--- src/rtl/alu_issue_buffer.sv ---
// alu_issue_buffer: registered ALU issue stage with a 2-entry skid buffer.
// The output register feeds the ALU directly; the skid register absorbs one op so in_ready can be a flop.
module alu_issue_buffer #(
   parameter int WORD_SIZE = 32,
   parameter int CTRL_W    = 4,
   parameter int TAG_W     = 5
) (
   input  logic                 clk,
   input  logic                 rst_n,
   input  logic                 flush_in,
   input  logic                 in_valid,
   output logic                 in_ready,
   input  logic [CTRL_W-1:0]    in_alu_control,
   input  logic [WORD_SIZE-1:0] in_a,
   input  logic [WORD_SIZE-1:0] in_b,
   input  logic [TAG_W-1:0]     in_tag,
   output logic                 out_valid,
   input  logic                 out_ready,
   output logic [CTRL_W-1:0]    out_alu_control,
   output logic [WORD_SIZE-1:0] out_a,
   output logic [WORD_SIZE-1:0] out_b,
   output logic [TAG_W-1:0]     out_tag,
   output logic [1:0]           occupancy_out
);
   localparam int PW = CTRL_W + 2 * WORD_SIZE + TAG_W;
   typedef enum logic [1:0] {EMPTY = 2'd0, BUSY = 2'd1, FULL = 2'd2} state_t;
   state_t state;
   logic [PW-1:0] out_q, skid_q, in_p;
   logic accept, fire;
   assign in_p = {in_alu_control, in_a, in_b, in_tag};
   assign {out_alu_control, out_a, out_b, out_tag} = out_q;
   assign occupancy_out = state;
   assign accept = in_valid & in_ready;
   assign fire = out_valid & out_ready;
   // in_ready and out_valid are flops that track the next state, keeping the ready path registered
   always_ff @(posedge clk or negedge rst_n) begin
      if (!rst_n) begin
         state     <= EMPTY;
         out_valid <= 1'b0;
         in_ready  <= 1'b1;
         out_q     <= '0;
         skid_q    <= '0;
      end else if (flush_in) begin
         state     <= EMPTY;
         out_valid <= 1'b0;
         in_ready  <= 1'b1;
      end else begin
         case (state)
            EMPTY: if (accept) begin
               state     <= BUSY;
               out_valid <= 1'b1;
               out_q     <= in_p;
            end
            BUSY: if (accept && !fire) begin
               state    <= FULL;
               in_ready <= 1'b0;
               skid_q   <= in_p;
            end else if (accept) begin
               out_q <= in_p;
            end else if (fire) begin
               state     <= EMPTY;
               out_valid <= 1'b0;
            end
            FULL: if (fire) begin
               state    <= BUSY;
               in_ready <= 1'b1;
               out_q    <= skid_q;
            end
            default: begin
               state     <= EMPTY;
               out_valid <= 1'b0;
               in_ready  <= 1'b1;
            end
         endcase
      end
   end
endmodule
--- config.mk ---
export PLATFORM = sky130hd
export DESIGN_NAME = alu_issue_buffer
export DESIGN_NICKNAME = d
export VERILOG_FILES = /design/src/rtl/alu_issue_buffer.sv
export SDC_FILE = /design/constraint.sdc
export NUM_CORES = 1
export LEC_CHECK = 0
export CORE_AREA = 2 2 156 120
export CTS_CLUSTER_SIZE = 20
export DETAILED_ROUTE_END_ITERATION = 8
export DIE_AREA = 0 0 158 122
export GPL_ROUTABILITY_DRIVEN = 1
export GPL_TIMING_DRIVEN = 1
export PLACE_DENSITY = 0.68
export SYNTH_ARGS = -nofsm -noshare
export SYNTH_HDL_FRONTEND = slang
export SYNTH_SLANG_ARGS = --single-unit
--- constraint.sdc ---
create_clock -name clk -period 2.46 [get_ports clk]
set_input_delay 0.492 -clock clk [delete_from_list [all_inputs] [get_ports clk]]
set_output_delay 0.492 -clock clk [all_outputs]
set_load 0.01 [all_outputs]
## After elaboration in Yosys (flattened, before gate mapping)

Index checks and enable logic that the tools add are counted.

- Register bits after elaboration: 150
- Bits of input ports: 78
- Output and inout bits: 77
- Logic and storage cells: 52

- Eq/ne operators: 14
- Mux-type cells: 21
- Bitwise operators: 3
- Reduce and logical (&&, ||, !) cells: 9

Operator list:

| kind | number |
|---|---|
| $mux 73 | 3 |
| $pmux 73 s3 | 1 |
| $ne 3x3->1 const B | 6 |
| $mux 2 | 6 |
| $mux 1 | 8 |
| $ne 2x2->1 const B | 4 |
| $ne 4x4->1 const B | 2 |
| $reduce_and 4->1 | 2 |
| $pmux 1 s3 | 2 |
| $pmux 2 s3 | 1 |
| $reduce_and 3->1 | 2 |
| $reduce_and 5->1 | 1 |
| $reduce_bool 3->1 | 1 |
| $and 1x1->1 | 2 |
| $eq 2x1->1 const B | 1 |
| $eq 2x2->1 const B | 1 |
| $logic_not 2->1 | 1 |
| $logic_and 1x1->1 | 1 |
| $logic_not 1->1 | 1 |
| $not 1->1 | 1 |

## Logic depth before layout (Yosys ltp)

- Word-level depth: 6
- Depth in mapped cells: 6
- Mapped depth without buffers: 3

## Worst setup path after synthesis

No wires, ideal clock.

- Kind: register to register
- From: register state[1], in the netlist occupancy_out[1]
- To: register out_q[13]
- Setup time: 0.125 ns
- Arrival: 1.879 ns
- Data required time: 2.335 ns
- Path slack: 0.456 ns
- Stages on the path, launching flop included: 7
- Buffers on the path: 3
- Clock period less this slack: 2.004 ns
- Cells stage by stage: dfrtp_1 clkbuf_2 nor2b_1 buf_2 clkbuf_1 mux2_2 mux2_2

- Cells in the longest elaborated chain, start to end: 3
- Elaborated cells on any way between the ends: 8
- Those cells by class: 4 x eq/ne; 1 x mux; 3 x reduce/logical

RTL lines:

| element | line | RTL |
|---|---|---|
| from (decl) | 27 | `state_t state;` |
| from (signal assigned) | 38 | `state <= EMPTY;` |
| from (signal assigned) | 44 | `state <= EMPTY;` |
| from (signal assigned) | 50 | `state <= BUSY;` |
| $eq 2x1->1, or another cell as far along | 48 | `case (state)` |
| $ne 2x2->1 (no source line) / $reduce_bool 3->1 (equally long branches) | - |  |
| $reduce_and 4->1 (no source line) | - |  |
| to (signal assigned) | 52 | `out_q <= in_p;` |
| to (signal assigned) | 59 | `out_q <= in_p;` |
| to (signal assigned) | 67 | `out_q <= skid_q;` |
| to (decl) | 28 | `logic [PW-1:0] out_q, skid_q, in_p;` |

Several ways; a longest one is shown, not always the timed one.
A chain may end at the register's enable or synchronous reset.

## Worst setup path in the final report

- From: register state[1], in the netlist occupancy_out[1]
- To: output port occupancy_out[1]

RTL lines:

| element | line | RTL |
|---|---|---|
| to (decl) | 23 | `output logic [1:0] occupancy_out` |

No word-level cell between the ends.

==> metrics.cfg <==
[drt]
drt_iter0_markers = 207
vias = 4093
ant_nets = 0
viasPerCell = 4.873
route.detailed.wl_per_inst_um = 16.97
dr.pass1.iters = 4
drt-total-wl_um = 14250
route.detailed.drc = 0

[die]
ios = 155
die_x_um = 158
core_mm2 = 0.01797
rows = 43
start_util = 0.3690
die_area_mm2 = 0.01928
die_y_um = 122

[sta]
slew_headroom = 0.6747
clock.fmax_mhz = 475.3
setup_viol = 0
hold_viol = 0
period_minus_slack_ns = 2.104
tightest_slew_ns = 0.4879
finalSetupTns_ns = 0
fin_worst_skew_ns = 0.006715
drv_slew = 0
period_share = 0.8553
rsz0062_at_grt = no

[worst_setup_path]
reg2reg_depth = 5
r2r_setup_slack_ns = 0.43
r2r_end = out_q[43]
crit_type = register to output port
cp_slowest_cell = clkdlybuf4s50_1
crit_fanout = 10
crit_arrival_ns = 1.61
worstPathRequired_ns = 1.97
cp_num_buf_inv = 1
cpPeakStageDelay_ns = 0.66
path_delay_family = buffers and inverters
r2r-start = occupancy_out[1]
crit_path_start_kind = register
setup.worst_path.end_class = output port
crit_chain = clkdlybuf4s50_1

[synthesis]
ys_ff_latch = 150
synth.avg_cell_area_um2 = 15.86
synth_async_sr_flop_share = 1.000
ys_top_cells_by_count = mux2_2, dfrtp_1, mux2_4
ys_seq_area_frac = 0.5663
synth_area_leaders = dfrtp_1, mux2_2, mux2_4
synth_warnings = 0
synth_edf_count = 0
yosysMostFrequentCell = mux2_2
syn_area_mm2 = 0.006630
synth_top_area_share = 0.5624
syn-instance-count = 418
synth_area_leader_cell = dfrtp_1
ys_types = 30
synth_flop_cell = dfrtp_1
synth_nets = 496

[grt]
grt_use_total = 0.1556
grt_antenna_before_repair = 0
grt_start_max_net_pins = 55
grt.overflow.total = 0
grt_pass1_vias = 4506
grt_pass1_wl_um = 23210

[clocking]
htree_levels = 4
clkSinkCount = 150
clkTransAtPathRegs_ns = 0.06
numCtsBuffers = 17
cts-hold-fix-buffers = 0
postCtsSetupRepairBufs = 0
cts_tree = yes
insertion_delay_ns = 0.41
cts_resized = 0
clockBufferDepth = 2
clockRootBuffer = clkbuf_16

[placement]
dp_hpwl_um = 9374
gp_congestion = 0.7741
numPortBuffers = 154
dp.cells = 809

[cells_and_area]
layout.area.seq_mm2 = 0.003755
multi_input_area_mm2 = 0.002708
n_antenna_cell = 0
final_cells = 840
fin_nets = 659
drive_gt1_frac = 0.4604
area_growth_pct = 38.06
fillers = 1508

[power_and_ir_drop]
max-vdd-ir-drop_uv = 585.0
leakagePower_nw = 3.721
power-per-cell-area_mw_per_mm2 = 1151

[run_status]
status = finished clean

[run]
maxCapViolations = 0

[hold_path]
hold_path_class = primary input to async pin

[worst max path at each step]
| stage | cells after the start | startpoint | slack [ns] | to |
|---|---|---|---|---|
| floorplan | 6 | occupancy_out[1] | 0.46 | out_q[13] |
| global route | 1 | occupancy_out[1] | 0.30 | occupancy_out[1] |
| detailed placement | 6 | out_ready | 0.03 | out_q[43] |
| CTS | 1 | occupancy_out[1] | 0.34 | occupancy_out[1] |
| finish | 1 | occupancy_out[1] | 0.36 | occupancy_out[1] |
| global placement | 6 | out_ready | 0.04 | out_q[47] |
[sequential cells by signal (all words and copies together), names as in the netlist]
name,flops
in_ready,1
out_valid,1
skid_q,73
occupancy_out,2
out_q,73
[stage by stage]
stage	setup WS (ns)	cell area (µm²)	hold slack, ns	total power, mW	utilization
3_5_place_dp	0.03077	8527	0.4788	7.832	0.4745
6_report	0.3560	9154	0.02592	10.53	0.5094
2_1_floorplan	0.4564	6630	0.1964	5.994	-
4_1_cts	0.3416	9154	0.02981	10.67	0.5094
5_1_grt	0.3032	9154	0.04914	11.11	0.5094
3_3_place_gp	0.03594	8527	0.4702	7.665	0.4745
[cell families (layout without fill, tap and decap cells)]
| group | Yosys count | count (layout) | share of synthesized area |
|---|---|---|---|
| AOI/OAI and AO/OA | 12 | 12 | 0.01736 |
| muxes | 219 | 219 | 0.3776 |
| DFF | 150 | 150 | 0.5663 |
| buffers and inverters | 26 | 201 | 0.02717 |
| and+or+nand+nor | 11 | 11 | 0.01151 |
[routing by layer]
| metal | part of all wire | global-route usage | vias up | routed length (µm) |
|---|---|---|---|---|
| met5 | 0 | 0 | - | 0 |
| met4 | 0.016 | 0.05124 | 0 | 223 |
| met3 | 0.056 | 0.04803 | 19 | 791 |
| met2 | 0.46 | 0.2519 | 112 | 6620 |
| met1 | 0.46 | 0.1997 | 2122 | 6615 |
| li1 | - | - | 1840 | - |
[final cells by class]
class / instances / share of cell area
Timing Repair Buffer: 168 / 0.1910
Clock buffer: 19 / 0.04948
Tap cell: 247 / 0.03376
Multi-Input combinational cell: 242 / 0.2958
Sequential cell: 150 / 0.4102
Clock inverter: 12 / 0.01900
Inverter: 2 / 0.0008201
[power breakdown]
group	internal [mW]	total, mW	leakage [nW]	switching [mW]
Combinational	2.28	3.44	1.62	1.16
Clock	1.75	2.78	0.309	1.03
Sequential	3.66	4.31	1.79	0.651
Total	7.69	10.5	3.72	2.84
[layout by cell type (no fill, tap or decap), types with 2 or more instances in the layout]
master | synthesis | routed
inv_1 | 2 | 2
buf_4 | 0 | 6
clkbuf_16 | 0 | 17
bufinv_16 | 0 | 4
clkdlybuf4s50_1 | 0 | 153
mux2_4 | 10 | 10
or2_2 | 2 | 2
a211oi_1 | 2 | 2
mux2_2 | 208 | 208
buf_12 | 0 | 8
inv_6 | 0 | 2
clkbuf_8 | 1 | 2
clkinv_2 | 0 | 4
dfrtp_1 | 149 | 149
a21oi_1 | 3 | 3
(Power assumes the default switching activity.)
